$ cat src/rtl/uart_rx_hex.sv
// uart_rx_hex: receives 8N1 UART characters and decodes lines of the form
// "HH HH HH HH HH HH" followed by CR into six byte registers.
//
// Ports:
//   i_clk            system clock, rising edge
//   i_res            synchronous active-high reset
//   i_rx_en          receive enable; low holds the receiver and parser idle
//   i_uart_rx        asynchronous serial input, idle high, LSB first
//   o_reg_1..o_reg_6 last valid decoded line (byte 1 is first on the wire)
//   o_valid          one-cycle pulse when o_reg_1..6 update
//   o_err            one-cycle pulse when a character or line is discarded
//
// Parameter CLK_DIV: i_clk cycles per UART bit.
// Optional feature macro UART_RX_HEX_LOWER_EN: when defined, hex positions also
// accept lowercase 'a'..'f'.
module uart_rx_hex #(
  parameter logic [12:0] CLK_DIV = 13'd4167
) (
  input  logic       i_clk,
  input  logic       i_res,
  input  logic       i_rx_en,
  input  logic       i_uart_rx,
  output logic [7:0] o_reg_1,
  output logic [7:0] o_reg_2,
  output logic [7:0] o_reg_3,
  output logic [7:0] o_reg_4,
  output logic [7:0] o_reg_5,
  output logic [7:0] o_reg_6,
  output logic       o_valid,
  output logic       o_err
);

  localparam int unsigned CNT_W    = 13;
  localparam int unsigned POS_W    = 5;
  localparam int unsigned NBYTES   = 6;
  localparam logic [POS_W-1:0] LAST_POS = 5'd17;
  localparam logic [7:0] CH_CR = 8'h0D;
  localparam logic [7:0] CH_SP = 8'h20;

  // Sample points inside a bit: mid-start-bit, then every full bit period.
  localparam logic [CNT_W-1:0] HALF_LAST =
    (CLK_DIV < 13'd2) ? '0 : CNT_W'((CLK_DIV >> 1) - 13'd1);
  localparam logic [CNT_W-1:0] BIT_LAST =
    (CLK_DIV == 13'd0) ? '0 : CNT_W'(CLK_DIV - 13'd1);

  typedef enum logic [2:0] {
    ST_IDLE,
    ST_START,
    ST_DATA,
    ST_STOP,
    ST_WAIT_HIGH
  } state_t;

  // Two-flop synchronizer; idle level is high so both flops reset to 1.
  logic rx_meta_q, rx_sync_q;

  always_ff @(posedge i_clk) begin
    if (i_res) begin
      rx_meta_q <= 1'b1;
      rx_sync_q <= 1'b1;
    end else begin
      rx_meta_q <= i_uart_rx;
      rx_sync_q <= rx_meta_q;
    end
  end

  // ---------------------------------------------------------------------------
  // Bit-level receiver
  // ---------------------------------------------------------------------------
  state_t            state_q, state_d;
  logic [CNT_W-1:0]  cnt_q, cnt_d;
  logic [2:0]        bit_idx_q, bit_idx_d;
  logic [7:0]        shift_q, shift_d;
  logic              char_done_c;
  logic              frame_err_c;

  // Receiver state register.
  always_ff @(posedge i_clk) begin
    if (i_res) begin
      state_q   <= ST_IDLE;
      cnt_q     <= '0;
      bit_idx_q <= '0;
      shift_q   <= '0;
    end else begin
      state_q   <= state_d;
      cnt_q     <= cnt_d;
      bit_idx_q <= bit_idx_d;
      shift_q   <= shift_d;
    end
  end

  // Receiver next-state and character strobes.
  always_comb begin
    state_d     = state_q;
    cnt_d       = CNT_W'(cnt_q + 13'd1);
    bit_idx_d   = bit_idx_q;
    shift_d     = shift_q;
    char_done_c = 1'b0;
    frame_err_c = 1'b0;

    case (state_q)
      ST_IDLE: begin
        cnt_d = '0;
        if (!rx_sync_q) begin
          state_d   = ST_START;
          bit_idx_d = '0;
        end
      end
      ST_START: begin
        // A line that is high again at mid-start-bit was only a glitch.
        if (cnt_q == HALF_LAST) begin
          state_d = rx_sync_q ? ST_IDLE : ST_DATA;
        end
      end
      ST_DATA: begin
        if (cnt_q == BIT_LAST) begin
          shift_d = {rx_sync_q, shift_q[7:1]};
          cnt_d   = '0;
          if (bit_idx_q == 3'd7) begin
            state_d = ST_STOP;
          end else begin
            bit_idx_d = 3'(bit_idx_q + 3'd1);
          end
        end
      end
      ST_STOP: begin
        if (cnt_q == BIT_LAST) begin
          if (rx_sync_q) begin
            char_done_c = 1'b1;
            state_d     = ST_IDLE;
          end else begin
            frame_err_c = 1'b1;
            state_d     = ST_WAIT_HIGH;
          end
        end
      end
      ST_WAIT_HIGH: begin
        cnt_d = '0;
        if (rx_sync_q) begin
          state_d = ST_IDLE;
        end
      end
      default: begin
        state_d = ST_IDLE;
        cnt_d   = '0;
      end
    endcase

    if (state_d != state_q) begin
      cnt_d = '0;
    end

    if (!i_rx_en) begin
      state_d     = ST_IDLE;
      cnt_d       = '0;
      char_done_c = 1'b0;
      frame_err_c = 1'b0;
    end
  end

  // ---------------------------------------------------------------------------
  // Line parser
  // ---------------------------------------------------------------------------
  logic [POS_W-1:0]         pos_q, pos_d;
  logic                     hunt_q, hunt_d;
  logic [NBYTES-1:0][7:0]   shadow_q, shadow_d;
  logic [NBYTES-1:0][7:0]   regs_q, regs_d;
  logic                     valid_q, valid_d;
  logic                     err_q, err_d;
  logic [2:0]               byte_idx_c;
  logic [1:0]               col_c;
  logic                     is_hex_c;
  logic [3:0]               nibble_c;

  // Position p maps to byte p/3; column 0/1 are hex digits, column 2 a space.
  assign byte_idx_c = 3'(pos_q / 5'd3);
  assign col_c      = 2'(pos_q - 5'(5'(byte_idx_c) * 5'd3));

`ifdef UART_RX_HEX_LOWER_EN
  assign is_hex_c = ((shift_q >= 8'h30) && (shift_q <= 8'h39)) ||
                    ((shift_q >= 8'h41) && (shift_q <= 8'h46)) ||
                    ((shift_q >= 8'h61) && (shift_q <= 8'h66));
`else
  assign is_hex_c = ((shift_q >= 8'h30) && (shift_q <= 8'h39)) ||
                    ((shift_q >= 8'h41) && (shift_q <= 8'h46));
`endif

  // Letters (bit 6 set) map 'A'/'a' = x1 to 10; digits use the low nibble.
  assign nibble_c = shift_q[6] ? 4'(shift_q[3:0] + 4'd9) : shift_q[3:0];

  // Parser state register and registered outputs.
  always_ff @(posedge i_clk) begin
    if (i_res) begin
      pos_q    <= '0;
      hunt_q   <= 1'b0;
      shadow_q <= '0;
      regs_q   <= '0;
      valid_q  <= 1'b0;
      err_q    <= 1'b0;
    end else begin
      pos_q    <= pos_d;
      hunt_q   <= hunt_d;
      shadow_q <= shadow_d;
      regs_q   <= regs_d;
      valid_q  <= valid_d;
      err_q    <= err_d;
    end
  end

  // Parser next-state: one decision per received character.
  always_comb begin
    pos_d    = pos_q;
    hunt_d   = hunt_q;
    shadow_d = shadow_q;
    regs_d   = regs_q;
    valid_d  = 1'b0;
    err_d    = 1'b0;

    if (frame_err_c) begin
      err_d  = 1'b1;
      hunt_d = 1'b1;
      pos_d  = '0;
    end else if (char_done_c) begin
      if (hunt_q) begin
        // Discard silently until a CR marks the start of the next line.
        if (shift_q == CH_CR) begin
          hunt_d = 1'b0;
          pos_d  = '0;
        end
      end else if (shift_q == CH_CR) begin
        // CR always resynchronises; only a complete line commits.
        pos_d = '0;
        if (pos_q == LAST_POS) begin
          regs_d  = shadow_q;
          valid_d = 1'b1;
        end else begin
          err_d = 1'b1;
        end
      end else if (pos_q == LAST_POS) begin
        err_d  = 1'b1;
        hunt_d = 1'b1;
      end else if (col_c == 2'd2) begin
        if (shift_q == CH_SP) begin
          pos_d = POS_W'(pos_q + 5'd1);
        end else begin
          err_d  = 1'b1;
          hunt_d = 1'b1;
        end
      end else if (is_hex_c) begin
        if (col_c == 2'd0) begin
          shadow_d[byte_idx_c][7:4] = nibble_c;
        end else begin
          shadow_d[byte_idx_c][3:0] = nibble_c;
        end
        pos_d = POS_W'(pos_q + 5'd1);
      end else begin
        err_d  = 1'b1;
        hunt_d = 1'b1;
      end
    end

    if (!i_rx_en) begin
      pos_d   = '0;
      hunt_d  = 1'b0;
      valid_d = 1'b0;
      err_d   = 1'b0;
    end
  end

  assign o_reg_1 = regs_q[0];
  assign o_reg_2 = regs_q[1];
  assign o_reg_3 = regs_q[2];
  assign o_reg_4 = regs_q[3];
  assign o_reg_5 = regs_q[4];
  assign o_reg_6 = regs_q[5];
  assign o_valid = valid_q;
  assign o_err   = err_q;

endmodule

$ cat config.mk
export PLATFORM = sky130hd
export DESIGN_NAME = uart_rx_hex
export DESIGN_NICKNAME = d
export VERILOG_FILES = /design/src/rtl/uart_rx_hex.sv
export SDC_FILE = /design/constraint.sdc
export NUM_CORES = 1
export LEC_CHECK = 0
export ABC_AREA = 1
export BUFFER_PORTS_ARGS = -buffer_cell sky130_fd_sc_hd__buf_2
export CORE_MARGIN = 10
export CORE_UTILIZATION = 60
export CTS_CLUSTER_DIAMETER = 120
export DETAILED_ROUTE_END_ITERATION = 7
export PLACE_DENSITY_LB_ADDON = 0.1
export SLEW_MARGIN = 20
export SYNTH_ARGS = -nofsm -noshare
export SYNTH_HDL_FRONTEND = slang
export SYNTH_SLANG_ARGS = --single-unit
$ cat constraint.sdc
create_clock -name i_clk -period 9.83 [get_ports i_clk]
set_input_delay 0.983 -clock i_clk [delete_from_list [all_inputs] [get_ports i_clk]]
set_output_delay 0.983 -clock i_clk [all_outputs]
set_load 0.01 [all_outputs]
* Word level (Yosys, flattened, before mapping)
Index checks and enable logic that the tools add are counted.
** Word-level totals
- Register bits after elaboration :: 133
** Cells by class
- Bitwise logic cells :: 7
- Eq/ne operators :: 18
- Mux-type cells :: 53
- $lt $le $gt $ge :: 6
- $mul :: 1
- Add/subtract/negate cells :: 5
- Divide/modulo/power cells :: 1
- Reductions and logical operators :: 19
** Operators with widths (number)
- bitwise mux 48 bit :: 2
- demux 8 bit (select 3 bit) :: 2
- 2-to-1 mux 48 bit :: 1
- 2-to-1 mux 5 bit :: 7
- 2-to-1 mux 3 bit :: 10
- one-hot mux 13 bit (2 select lines) :: 1
- 2-to-1 mux 1 bit :: 23
- one-hot mux 3 bit (5 select lines) :: 1
- adder 13 x 1 -> 13 bit, second input constant :: 1
- equality test 13 x 12 -> 1 bit, second input constant :: 1
- equality test 13 bit, second input constant :: 1
- 2-to-1 mux 13 bit :: 1
- AND reduction 5 bit :: 2
- equality test 8 x 4 -> 1 bit, second input constant :: 1
- equality test 8 x 6 -> 1 bit, second input constant :: 1
- >= comparator 8 x 6 -> 1 bit, second input constant :: 1
- >= comparator 8 x 7 -> 1 bit, second input constant :: 1
- <= comparator 8 x 6 -> 1 bit, second input constant :: 1
- <= comparator 8 x 7 -> 1 bit, second input constant :: 1
- 2-to-1 mux 4 bit :: 2
- 2-to-1 mux 8 bit :: 1
- != test 2 bit, second input constant :: 4
- NOT 1 bit :: 7
- AND reduction 7 bit :: 1
- other kinds (29) :: 36

* Depth between registers and ports, before layout
- Word-level depth :: 10
- Depth in mapped cells :: 36
- Gate-level depth less buffers :: 36

* Least setup slack after synthesis
No wires, ideal clock.
- Path type :: reg2reg
- Start :: register pos_q[1]
- End :: register shadow_q[20] in the netlist's numbering
- Setup slack :: 5.918 ns
- Data arrival time :: 3.794 ns
- Data required time :: 9.712 ns
- Stages on the path, launching flop included :: 32
- Buffers on the path :: 0
- Cells stage by stage :: dfxtp_1 inv_1 ha_1 nand2_1 inv_1 nand2_1 nand2_1 nand2_1 nand3_1 nand3_1 inv_1 ha_1 a21oi_1 nand3_1 nor2_2 nor2_2 ha_1 inv_1 ha_1 nor2_1 xnor2_1 inv_1 nand4_1 nand2_1 nand2_2 nand2_4 nor3b_4 nand2_2 inv_2 nand2_1 nand2_1 a21oi_1
** Between the ends
- Cells in the longest elaborated chain, start to end :: 7
** Ends and longest elaborated chain
- start, declared :: line 164 : logic [POS_W-1:0] pos_q, pos_d;
- start signal, assigned :: line 201 : pos_q <= pos_d;
- branches (longest 7 deep; another with divider 5 x 2 -> 5 bit)
- end signal, assigned :: line 203 : shadow_q <= shadow_d;
- end, declared :: line 166 : logic [NBYTES-1:0][7:0] shadow_q, shadow_d;
Several ways; the timed one is not identified.
A chain may end at the register's enable or synchronous reset.

* Final worst setup path
- Start :: register pos_q[1]
- End :: register shadow_q[21] in the netlist's numbering
The elaborated chain is that of the path after synthesis.

==> impl_metrics.json <==
{
  "final_cell_mix": "133 x dfxtp_1, 109 x nor2_1, 100 x o21ai_0",
  "insertedDiodeCount": 0,
  "dpl.hpwl_um": 8870,
  "finalCritPeriodShare": 0.448,
  "crit_fanout": 9,
  "utilization": 0.719,
  "cts_buffers": 17,
  "ir_worst_vdd_v": 0.000125,
  "syn_nets": 781,
  "grt_overflow": 0,
  "grt_max_degree": 74,
  "yosysTopAreaCell": "dfxtp_1",
  "drt_iter0_markers": 346,
  "synth_seq_cells": 133,
  "synth-compound-area-share": 0.180,
  "clk_path_buf_depth": 2,
  "drive_above_1_share": 0.158,
  "dieHeight_um": 118,
  "core_area_um2": 9280,
  "pwr-share-seq": 0.471,
  "synth-adder-area-share": 0.0347,
  "clock.fmax_ghz": 0.227,
  "drt-met1-wl_um": 5780,
  "syn_area_um2": 5760,
  "leakage_uw": 0.00294,
  "cp_slowest_cell": "dfxtp_1",
  "port_buffers": 53,
  "reg2reg_setup_slack_ns": 5.42,
  "skew_ns": 0.00889,
  "p_int_uw": 886,
  "track_usage": 0.185,
  "cts_tree": "built",
  "nFillCells": 787,
  "fin_nets": 829,
  "hold_viol": 0,
  "grt_pass1_wl_um": 22100,
  "gp_congestion": 0.870,
  "syn_to_final_growth_pct": 15.8,
  "status": "finished, final reports clean",
  "ys_async_sr_fraction": 0,
  "post-route-min-period_ns": 4.41,
  "cp-end-kind": "flip-flop",
  "num_rows": 35,
  "clk_latency_ns": 0.51,
  "p_clk_frac": 0.518,
  "start_util": 0.621,
  "dp_cells": 919,
  "rsz0062_at_grt": "false",
  "synthXorXnorAreaFrac": 0.0213,
  "slew_headroom": 0.329,
  "cap_violations": 0,
  "h-tree-depth": 4,
  "cellPowerDensity_nw_per_um2": 172,
  "ys_types": 36,
  "wl_per_cell_um": 13.4,
  "yosys.area_share.simple": 0.217,
  "netlist.area_leader.share": 0.462,
  "setup_viol": 0,
  "vias": 5041,
  "stdcell_count": 951,
  "comb_power_share": 0.011,
  "yosys_warnings": 0,
  "tightestPinTransition_ns": 1.01,
  "ys_seq_area_frac": 0.462,
  "layout_commonest_cell": "dfxtp_1",
  "synth_area_leaders": "dfxtp_1 46%, o21ai_0 8.7%, a21oi_1 7.6%, nor2_1 7.1%, inv_1 5.9%",
  "cts_root_buf": "clkbuf_8",
  "antenna_found_initial": 0,
  "synth.area.mux_share": 0,
  "grt_pass1_vias": 4862,
  "p_total_uw": 1150,
  "synth_top_family_by_area": "simple AND/OR/NAND/NOR gates",
  "syn_inst": 761,
  "wl_met2_um": 6120,
  "drt-total-wl_um": 12700,
  "cp.arrival_ns": 4.85,
  "io_pins": 54,
  "highest_layer": "met4",
  "startpoint_type": "flip-flop",
  "critPathMaxStageDelay_ns": 0.53,
  "fp.dieW_um": 118,
  "p_switching_uw": 260,
  "synthFlopType": "dfxtp_1",
  "worstPathRequired_ns": 10.27,
  "via_per_inst": 5.30,
  "post_cts_buffers": 0,
  "dieArea_um2": 13900,
  "final_antenna_net_count": 0,
  "fin_tns_setup_ns": 0,
  "avgSynthCellArea_um2": 7.57,
  "hold_path.class": "flip-flop to flip-flop",
  "clock-sinks": 133,
  "cts_hold_buf": 0,
  "route.met3.wl_um": 679,
  "synth_edf_count": 0,
  "drt_first_pass_iters": 5,
  "worst_hold_slack_ns": 0.415,
  "timing_worst_setup_path_type": "flip-flop to flip-flop",
  "path_clk_slew_ns": 0.06,
  "drv_slew": 0,
  "cts_resized": 0,
  "switching_share": 0.227,
  "drc": 0
}
-- logic make-up (layout without fill, tap and decap cells) --
family                   after synthesis  count (layout)
AND/OR/NAND/NOR                      267             267
AO/OA/AOI/OAI                        202             202
flip-flops                           133             133
buffers and inverters                129             190
adder cells (fa/ha/maj)               16              16
XOR/XNOR                              14              14
-- synth_stat cells, types with 2 or more instances --
library cell  instances
ha_1                 16
nor2_1              109
o211ai_1              2
nor2_2                7
xnor2_1               4
a31oi_1               2
xor2_1               10
o21ai_1               4
clkbuf_1             27
nand3_2               2
nand2_2              15
o21ai_0             100
nand4_1              15
or2_2                 3
clkinv_1              3
a21oi_1              88
nand3_1              26
dfxtp_1             133
nor4_1                5
inv_2                 7
nand2_1              68
nor3_4                2
inv_1                91
a211oi_1              3
nor3_1                8
-- registers in the layout (all words and copies together) (netlist names), 3 cells and up --
signal     cells
o_reg_5        8
shift_q        8
state_q        3
pos_q          5
o_reg_1        8
o_reg_3        8
o_reg_4        8
o_reg_2        8
bit_idx_q      3
cnt_q         13
shadow_q      48
o_reg_6        8
-- metrics by stage --
step | setup slack [ns] | instance area (µm²)
3_3_place_gp | 5.63 | 6110
2_1_floorplan | 5.92 | 5760
5_1_grt | 4.84 | 6670
6_report | 5.42 | 6670
4_1_cts | 5.38 | 6670
3_5_place_dp | 5.43 | 6110
-- worst max-delay path, delay by kind of cell (launching register included) --
kind	cells	cell delay [ns]
XOR/XNOR	1	0.14
flip-flops	1	0.53
adder cells (fa/ha/maj)	4	0.91
buffers and inverters	6	0.46
AND/OR/NAND/NOR	16	1.90
AO/OA/AOI/OAI	3	0.37
-- final timing paths --
kind / cells after the start / from / endpoint
setup / recovery: 30 / pos_q[1] / shadow_q[21]
hold / removal: 1 / rx_meta_q / rx_sync_q
setup reg to reg: 30 / pos_q[1] / shadow_q[21]
hold reg to reg: 1 / rx_meta_q / rx_sync_q
-- power groups by stage --
stage | logic (µW) | clock network (µW) | registers (µW)
finish | 12.3 | 593 | 540
global route | 13.9 | 629 | 539
CTS | 12.2 | 603 | 540
detailed placement | 12.2 | 0 | 552
global placement | 11.8 | 0 | 552
floorplan | 9.67 | 0 | 552
-- area by class of cell --
class                      count  area, µm²  area share
clock buffer                  18        418      0.0626
clock inverter                14        144      0.0216
inverter                     101        379      0.0568
multi-input combinational    499       2610       0.392
sequential                   133       2660       0.399
tap                          129        161      0.0242
timing repair buffer          57        295      0.0443
-- per-layer routing --
metal  global-route usage  vias up
met4               0.0634        0
met5                    0        -
met1                0.222     2299
met2                0.314      134
li1                     -     2591
met3               0.0460       17
No activity file was read; power rests on OpenSTA's default activity.
